<file path="config.mk">
export PLATFORM = sky130hd
export DESIGN_NAME = pmt_master_cmd_rx
export DESIGN_NICKNAME = d
export VERILOG_FILES = /design/src/rtl/pmt_cmd_defs.sv /design/src/rtl/pmt_cmd_timeout.sv /design/src/rtl/pmt_master_cmd_rx.sv
export SDC_FILE = /design/constraint.sdc
export NUM_CORES = 1
export LEC_CHECK = 0
export CORE_MARGIN = 2
export CORE_UTILIZATION = 45
export DETAILED_ROUTE_END_ITERATION = 7
export PLACE_DENSITY = 0.76
export RECOVER_POWER = 25
export SYNTH_ARGS = -nofsm -noshare
export SYNTH_HDL_FRONTEND = slang
export SYNTH_SLANG_ARGS = --single-unit
</file>
<file path="constraint.sdc">
create_clock -name clk_i -period 1.8 [get_ports clk_i]
set_input_delay 0.45 -clock clk_i [delete_from_list [all_inputs] [get_ports clk_i]]
set_output_delay 0.45 -clock clk_i [all_outputs]
set_load 0.02 [all_outputs]
</file>
<file path="src/rtl/pmt_cmd_defs.sv">
// ---------------------------------------------------------------------------
// pmt_cmd_defs
//   Definitions shared by the PMT master selector, the master command
//   receiver and the per-channel PMT command logic.
//   Contents:
//     - header field positions (opcode, channel mask, payload length)
//     - {valid, first} stream qualifier encodings
//     - abort reason codes
//     - receiver FSM state encoding
//     - default idle timeout between words of one frame
//     - helpers that pull the header fields out of a stream word
// ---------------------------------------------------------------------------
package pmt_cmd_defs;

  // Header word layout; bits [31:16] carry no meaning.
  localparam int HDR_OPC_MSB  = 15;
  localparam int HDR_OPC_LSB  = 12;
  localparam int HDR_MASK_MSB = 11;
  localparam int HDR_MASK_LSB = 8;
  localparam int HDR_LEN_MSB  = 7;
  localparam int HDR_LEN_LSB  = 0;

  // Stream qualifier: bit1 = word valid, bit0 = first word of frame.
  localparam logic [1:0] VLD_HDR = 2'b11;
  localparam logic [1:0] VLD_PAY = 2'b10;

  // Abort reasons reported alongside cmd_err_o.
  localparam logic [1:0] ERR_NONE    = 2'b00;
  localparam logic [1:0] ERR_TIMEOUT = 2'b01;
  localparam logic [1:0] ERR_TRUNC   = 2'b10;

  localparam int DEF_TIMEOUT_CYCLES = 32768;

  typedef enum logic {
    ST_IDLE    = 1'b0,
    ST_PAYLOAD = 1'b1
  } rx_state_e;

  function automatic logic [3:0] hdr_opcode(input logic [31:0] w);
    return w[HDR_OPC_MSB:HDR_OPC_LSB];
  endfunction

  function automatic logic [3:0] hdr_mask(input logic [31:0] w);
    return w[HDR_MASK_MSB:HDR_MASK_LSB];
  endfunction

  function automatic logic [7:0] hdr_len(input logic [31:0] w);
    return w[HDR_LEN_MSB:HDR_LEN_LSB];
  endfunction

endpackage

</file>
<file path="src/rtl/pmt_cmd_timeout.sv">
// ---------------------------------------------------------------------------
// pmt_cmd_timeout
//   Saturating idle counter guarding the gap between words of one frame.
//   Ports:
//     clk_i     clock
//     rst_i     synchronous active-high reset
//     clr_i     restart the count (word accepted, or no frame open)
//     en_i      count this cycle as idle
//     expire_o  single-cycle pulse in the idle cycle that brings the count
//               to TIMEOUT_CYCLES-1
// ---------------------------------------------------------------------------
module pmt_cmd_timeout
  import pmt_cmd_defs::*;
#(
  parameter int TIMEOUT_CYCLES = DEF_TIMEOUT_CYCLES
) (
  input  logic clk_i,
  input  logic rst_i,
  input  logic clr_i,
  input  logic en_i,
  output logic expire_o
);

  localparam int CW = (TIMEOUT_CYCLES > 2) ? $clog2(TIMEOUT_CYCLES) : 1;
  localparam logic [CW-1:0] CNT_LAST = CW'(TIMEOUT_CYCLES - 1);
  localparam logic [CW-1:0] CNT_PRE  = CW'(TIMEOUT_CYCLES - 2);

  logic [CW-1:0] cnt_d, cnt_q;

  // The counter parks at CNT_LAST, so the compare against CNT_PRE can only
  // fire once per run of idle cycles.
  always_comb begin
    cnt_d = cnt_q;
    if (clr_i) begin
      cnt_d = '0;
    end else if (en_i && (cnt_q != CNT_LAST)) begin
      cnt_d = cnt_q + 1'b1;
    end
  end

  assign expire_o = en_i && !clr_i && (cnt_q == CNT_PRE);

  always_ff @(posedge clk_i) begin
    if (rst_i) begin
      cnt_q <= '0;
    end else begin
      cnt_q <= cnt_d;
    end
  end

endmodule

</file>
<file path="src/rtl/pmt_master_cmd_rx.sv">
// ---------------------------------------------------------------------------
// pmt_master_cmd_rx
//   Receiving end of the PMT master write stream. Parses the header word,
//   issues indexed payload writes to the per-channel command logic, reports
//   completion or abort, and drives the per-channel busy mask back to the
//   selector.
//   Ports:
//     clk_i                    clock
//     rst_i                    synchronous active-high reset
//     pmt_master_wr_data_i     stream word
//     pmt_master_wr_vld_i      {valid, first}; 2'b11 header, 2'b10 payload
//     pmt_master_cmd_parser_o  busy mask (header channel mask while open)
//     cmd_opcode_o             opcode of the current frame
//     cmd_chan_o               channel mask of the current frame
//     cmd_addr_o               payload word index
//     cmd_data_o               payload word
//     cmd_vld_o                strobe: cmd_addr_o/cmd_data_o valid
//     cmd_done_o               strobe: frame completed
//     cmd_err_o                strobe: frame aborted
//     cmd_err_code_o           abort reason, valid with cmd_err_o
// ---------------------------------------------------------------------------
module pmt_master_cmd_rx
  import pmt_cmd_defs::*;
#(
  parameter real TCQ            = 0.1,
  parameter int  TIMEOUT_CYCLES = DEF_TIMEOUT_CYCLES
) (
  input  logic        clk_i,
  input  logic        rst_i,
  input  logic [31:0] pmt_master_wr_data_i,
  input  logic [1:0]  pmt_master_wr_vld_i,
  output logic [3:0]  pmt_master_cmd_parser_o,
  output logic [3:0]  cmd_opcode_o,
  output logic [3:0]  cmd_chan_o,
  output logic [7:0]  cmd_addr_o,
  output logic [31:0] cmd_data_o,
  output logic        cmd_vld_o,
  output logic        cmd_done_o,
  output logic        cmd_err_o,
  output logic [1:0]  cmd_err_code_o
);

  // TCQ only models clock-to-Q in behavioural copies of this block; it has
  // no effect on the logic here, but a nonsense value is still rejected.
  if ((TIMEOUT_CYCLES < 2) || (TCQ < 0.0)) begin : g_bad_param
    $error("pmt_master_cmd_rx: TIMEOUT_CYCLES must be >= 2 and TCQ >= 0");
  end

  rx_state_e   state_d, state_q;
  logic [3:0]  opc_d, opc_q;
  logic [3:0]  mask_d, mask_q;
  logic [7:0]  len_d, len_q;
  logic [7:0]  idx_d, idx_q;

  logic [3:0]  busy_d, busy_q;
  logic [3:0]  cmd_opcode_d, cmd_opcode_q;
  logic [3:0]  cmd_chan_d, cmd_chan_q;
  logic [7:0]  cmd_addr_d, cmd_addr_q;
  logic [31:0] cmd_data_d, cmd_data_q;
  logic        cmd_vld_d, cmd_vld_q;
  logic        cmd_done_d, cmd_done_q;
  logic        cmd_err_d, cmd_err_q;
  logic [1:0]  cmd_err_code_d, cmd_err_code_q;

  logic        is_hdr, is_pay, word_acc;
  logic        hdr_take;
  logic        to_clr, to_en, to_expire;
  logic [3:0]  in_opc, in_mask;
  logic [7:0]  in_len;

  assign is_hdr   = (pmt_master_wr_vld_i == VLD_HDR);
  assign is_pay   = (pmt_master_wr_vld_i == VLD_PAY);
  assign word_acc = is_hdr || is_pay;

  assign in_opc  = hdr_opcode(pmt_master_wr_data_i);
  assign in_mask = hdr_mask(pmt_master_wr_data_i);
  assign in_len  = hdr_len(pmt_master_wr_data_i);

  // The idle count only runs while a frame is open and nothing arrives.
  assign to_clr = (state_q != ST_PAYLOAD) || word_acc;
  assign to_en  = (state_q == ST_PAYLOAD) && !word_acc;

  pmt_cmd_timeout #(
    .TIMEOUT_CYCLES(TIMEOUT_CYCLES)
  ) u_timeout (
    .clk_i   (clk_i),
    .rst_i   (rst_i),
    .clr_i   (to_clr),
    .en_i    (to_en),
    .expire_o(to_expire)
  );

  // Next-state and next-output computation. A header seen mid-frame first
  // aborts the open frame and is then handled by the same header path used
  // from IDLE, so the interrupting frame starts without losing a word.
  always_comb begin
    state_d        = state_q;
    opc_d          = opc_q;
    mask_d         = mask_q;
    len_d          = len_q;
    idx_d          = idx_q;
    cmd_opcode_d   = cmd_opcode_q;
    cmd_chan_d     = cmd_chan_q;
    cmd_addr_d     = cmd_addr_q;
    cmd_data_d     = cmd_data_q;
    cmd_vld_d      = 1'b0;
    cmd_done_d     = 1'b0;
    cmd_err_d      = 1'b0;
    cmd_err_code_d = ERR_NONE;
    hdr_take       = 1'b0;
    busy_d         = 4'h0;

    unique case (state_q)
      ST_IDLE: begin
        hdr_take = is_hdr;
      end
      ST_PAYLOAD: begin
        if (is_hdr) begin
          cmd_err_d      = 1'b1;
          cmd_err_code_d = ERR_TRUNC;
          state_d        = ST_IDLE;
          hdr_take       = 1'b1;
        end else if (is_pay) begin
          cmd_vld_d  = 1'b1;
          cmd_addr_d = idx_q;
          cmd_data_d = pmt_master_wr_data_i;
          idx_d      = idx_q + 8'd1;
          // Frame identity becomes visible with its first write.
          if (idx_q == 8'd0) begin
            cmd_opcode_d = opc_q;
            cmd_chan_d   = mask_q;
          end
          if (idx_q == (len_q - 8'd1)) begin
            cmd_done_d = 1'b1;
            state_d    = ST_IDLE;
          end
        end else if (to_expire) begin
          cmd_err_d      = 1'b1;
          cmd_err_code_d = ERR_TIMEOUT;
          state_d        = ST_IDLE;
        end
      end
      default: begin
        state_d = ST_IDLE;
      end
    endcase

    // A header addressing no channel is dropped entirely.
    if (hdr_take && (in_mask != 4'h0)) begin
      opc_d  = in_opc;
      mask_d = in_mask;
      len_d  = in_len;
      idx_d  = 8'd0;
      if (in_len == 8'd0) begin
        cmd_done_d   = 1'b1;
        cmd_opcode_d = in_opc;
        cmd_chan_d   = in_mask;
        state_d      = ST_IDLE;
      end else begin
        state_d = ST_PAYLOAD;
      end
    end

    // Busy stays up through the done/err cycle so the selector closes its
    // window one cycle after the terminating strobe; a zero-length frame
    // therefore shows busy for exactly its done cycle.
    if ((state_d == ST_PAYLOAD) || cmd_done_d || cmd_err_d) begin
      busy_d = mask_d;
    end
  end

  // Single state/output register bank.
  always_ff @(posedge clk_i) begin
    if (rst_i) begin
      state_q        <= ST_IDLE;
      opc_q          <= 4'h0;
      mask_q         <= 4'h0;
      len_q          <= 8'h00;
      idx_q          <= 8'h00;
      busy_q         <= 4'h0;
      cmd_opcode_q   <= 4'h0;
      cmd_chan_q     <= 4'h0;
      cmd_addr_q     <= 8'h00;
      cmd_data_q     <= 32'h0;
      cmd_vld_q      <= 1'b0;
      cmd_done_q     <= 1'b0;
      cmd_err_q      <= 1'b0;
      cmd_err_code_q <= ERR_NONE;
    end else begin
      state_q        <= state_d;
      opc_q          <= opc_d;
      mask_q         <= mask_d;
      len_q          <= len_d;
      idx_q          <= idx_d;
      busy_q         <= busy_d;
      cmd_opcode_q   <= cmd_opcode_d;
      cmd_chan_q     <= cmd_chan_d;
      cmd_addr_q     <= cmd_addr_d;
      cmd_data_q     <= cmd_data_d;
      cmd_vld_q      <= cmd_vld_d;
      cmd_done_q     <= cmd_done_d;
      cmd_err_q      <= cmd_err_d;
      cmd_err_code_q <= cmd_err_code_d;
    end
  end

  assign pmt_master_cmd_parser_o = busy_q;
  assign cmd_opcode_o            = cmd_opcode_q;
  assign cmd_chan_o              = cmd_chan_q;
  assign cmd_addr_o              = cmd_addr_q;
  assign cmd_data_o              = cmd_data_q;
  assign cmd_vld_o               = cmd_vld_q;
  assign cmd_done_o              = cmd_done_q;
  assign cmd_err_o               = cmd_err_q;
  assign cmd_err_code_o          = cmd_err_code_q;

endmodule

</file>
==> results.cfg <==
[floorplanning]
core_mm2 = 0.00868
dieHeight_um = 98.2
initial_core_util = 0.460
die_w_um = 98.2
ios = 93
rows = 34
dieArea_mm2 = 0.00964

[yosys]
avgSynthCellArea_um2 = 8.25
yosys-top-cells-area = dfxtp_1 (49%), nand2_1 (12%), a21oi_1 (8.1%)
synthAdderAreaFrac = 0.0157
synth.distinct_cells = 44
synthXorXnorAreaFrac = 0.0505
ys_warn_count = 0
yosys.area_share.simple = 0.243
synth_compound_area_frac = 0.142
yosysTopAreaCell = dfxtp_1
synthesis.nets = 525
syn_inst = 484
yosys.area.top_type_share = 0.486
syn-cell-area_mm2 = 0.00399
synthMuxAreaShare = 0.0201
seq_area_frac_synth = 0.486
ys_ff_latch = 97
synth_top_family_by_area = simple AND/OR/NAND/NOR gates

[place]
place_congestion = 0.850
port_buffers = 92
hpwl_mm = 7.57
placed_cells = 697
pre_cts_ws_ns = -0.526

[setup_path]
crit_buf_inv = 1
crit_arrival_ns = 1.32
reg2reg_to = u_timeout.cnt_q[11]$_SDFFE_PP0P_
max_stage_delay_ns = 0.60
worstPathCellList = clkdlybuf4s50_1
critPathTopFamily = buffers and inverters
cp_max_fo = 1
regToRegSetupSlack_ns = 0.09
startpoint_type = register
required_ns = 1.35
r2r-start = u_timeout.cnt_q[11]$_SDFFE_PP0P_
end_kind = output port
crit_type = register to output port
cp_slowest_cell = clkdlybuf4s50_1
r2r_cells = 5

[timing]
fin_crit_sh = 0.983
max_slew_margin = 0.740
fmax_mhz = 565
maxSlewViolCount = 0
finalWorstSetupSlack_ns = 0.0310
grt_setup_unrepaired = false
min_period_ns = 1.77
hold-worst-slack_ns = 0.415
worstMarginPinSlew_ns = 0.389
setup_violations = 0
hold_viol = 0
clock_skew_ns = 0.0132

[layout]
area_growth_pct = 42.2
nets = 645
drive_gt1_frac = 0.140
antenna_cells = 0
fin_cells = 717

[cts]
clockBufferDepth = 2
numCtsBuffers = 9
cts_tree = done
h-tree-depth = 3
clkLatencyLatePin_ns = 0.38
clock_tree.root_cell = clkbuf_8
clkSinkCount = 97
cts.clk_slew.worst_paths_ns = 0.10

[global_routing]
grt.overflow.total = 0
grt_max_degree = 44
antenna_found_initial = 0
grt_pass1_wl_mm = 17.0
grt_pass1_vias = 3583
grtUsageTotal = 0.215

[hold_path]
min_path_cells = 2
hold_start = rst_i
hp-class = primary input to register
hold_end = cmd_done_o$_SDFF_PP0_

[drt]
post-route-drc-count = 0
routedWlPerCell_um = 14.7
final_antenna_net_count = 0
wl_mm = 10.5
drt-initial-drc-count = 221
vias = 3830
drtPass1Iterations = 5
vias_per_cell = 5.34

[run_status]
outcome = finished clean

[flow_run]
maxCapViolCount = 0

[power]
vdd_ir_drop_max_uv = 453
p_clk_frac = 0.345
switching_share = 0.268
pwr-share-seq = 0.551
power_switching_mw = 1.07
combPwrFrac = 0.104
p_int_mw = 2.93
leakagePower_nw = 2.63
power.density_mw_per_mm2 = 706
-- routing by layer --
metal / up-vias / routed length [um] / track usage
met1: 1788 / 4560 / 0.281
met3: 17 / 678 / 0.0429
met2: 138 / 5130 / 0.356
met5: - / 0 / 0
li1: 1887 / - / -
met4: 0 / 168 / 0.0727
-- worst max-delay path by stage --
| stage | start | end | slack (ns) | cells after the start |
|---|---|---|---|---|
| after floorplan | pmt_master_wr_vld_i[1] | u_timeout.cnt_q[13]$_SDFFE_PP0P_ | 0.007 | 7 |
| after global placement | pmt_master_wr_data_i[8] | cmd_opcode_o[0]$_SDFF_PP0_ | -0.40 | 6 |
| after detailed placement | pmt_master_wr_data_i[8] | cmd_opcode_o[1]$_SDFF_PP0_ | -0.53 | 6 |
| after CTS | len_q[0]$_SDFFE_PP0P_ | cmd_done_o$_SDFF_PP0_ | -0.0007 | 7 |
| after global routing | cmd_addr_o[7]$_SDFFE_PP0P_ | cmd_addr_o[7] | 0.0006 | 1 |
| final | cmd_done_o$_SDFF_PP0_ | cmd_done_o | 0.03 | 1 |
-- area by class of cell --
type,instances,area [um2]
Clock buffer,9,124
Clock inverter,7,71.3
Fill cell,743,3000
Inverter,6,22.5
Multi-Input combinational cell,348,1970
Sequential cell,97,1940
Tap cell,108,135
Timing Repair Buffer,142,1410
-- cells in the final DEF (no fill, tap or decap), types with 4 or more instances in the layout --
cell type | netlist | routed
nor3_1 | 14 | 14
buf_12 | 0 | 5
nand4_1 | 8 | 8
mux2i_1 | 8 | 8
nand2_1 | 124 | 124
dfxtp_1 | 97 | 95
xnor2_1 | 14 | 14
nor2_1 | 29 | 28
buf_6 | 2 | 4
and3_1 | 4 | 4
clkbuf_8 | 0 | 9
nor4_1 | 4 | 4
dlygate4sd2_1 | 0 | 16
clkdlybuf4s50_1 | 0 | 46
ha_1 | 5 | 4
a21oi_1 | 65 | 65
dlymetal6s2s_1 | 0 | 29
inv_1 | 6 | 6
o21ai_0 | 5 | 4
a211oi_1 | 14 | 11
nand2b_1 | 6 | 6
buf_4 | 0 | 39
xor2_1 | 9 | 9
-- repair_timing --
item / CTS / global route
buffers inserted: 3 / 0
gates resized for setup: 23 / 44
endpoints found under the setup margin: 31 / 46
pin swaps: 1 / 6
cloned: 1 / 0
hold buffers: 0 / 0
endpoints found under the hold margin: 0 / 0
-- state kept, by name, indices dropped and copies added (netlist names) --
register and cells:
pmt_master_cmd_parser_o 4, state_q 1, opc_q 4, len_q 8, mask_q 4, cmd_data_o 32
cmd_chan_o 4, u_timeout.cnt_q 15, cmd_err_o 1, cmd_vld_o 1, idx_q 8, cmd_opcode_o 4
cmd_addr_o 8, cmd_done_o 1, cmd_err_code_o 2
-- through the flow --
step	area (um2)	util	TNS [ns]	power, mW
2_1_floorplan	4000	-	0	2.43
3_3_place_gp	5310	0.612	-20.85	2.65
3_5_place_dp	5310	0.612	-23.92	2.66
4_1_cts	5550	0.640	-0.000693	4.03
5_1_grt	5680	0.654	0	4.15
6_report	5680	0.654	0	4.01
-- worst reg2reg max path: stages (launching register included) --
cell and delay (ns):
dfxtp_1 0.35, and3_4 0.18, and3_1 0.25, a31o_1 0.24, or4_1 0.47, a21oi_1 0.15
-- cell usage after synthesis, drive strengths merged --
master  count
a211o       1
buf        12
nand2b      6
xnor2      14
o31ai       3
nand3b      2
ha          5
inv         6
a211oi     14
nand3       4
nor3       15
a41oi       1
o31a        1
nand2     124
o21bai      1
nor4        4
a31o        1
or3         3
o22ai       1
nor2b       3
o211ai      1
nand4       8
nor2       29
o211a       1
mux2i       8
and3        5
and4        1
a21oi      65
a32oi       2
clkbuf     22
and2b       1
and3b       1
a31oi       1
or2         1
o21ai       5
nor4b       3
or4         3
dfxtp      97
xor2        9
-- power by group through the flow --
stage / Sequential, mW / Combinational [mW] / Clock, mW
final: 2.21 / 0.417 / 1.38
after global routing: 2.21 / 0.451 / 1.49
after CTS: 2.21 / 0.412 / 1.41
after detailed placement: 2.26 / 0.405 / 0
after global placement: 2.26 / 0.398 / 0
after floorplan: 2.28 / 0.157 / 0
-- cell families (layout without fill, tap and decap cells) --
kind of cell / count (synthesis) / in the layout
AND/OR/NAND/NOR: 213 / 214
multiplexers: 8 / 8
flip-flops: 97 / 97
AO/OA/AOI/OAI: 98 / 98
buffers and inverters: 40 / 164
XOR/XNOR: 23 / 23
adder cells (fa/ha/maj): 5 / 5
No activity file was read; power rests on OpenSTA's default activity.
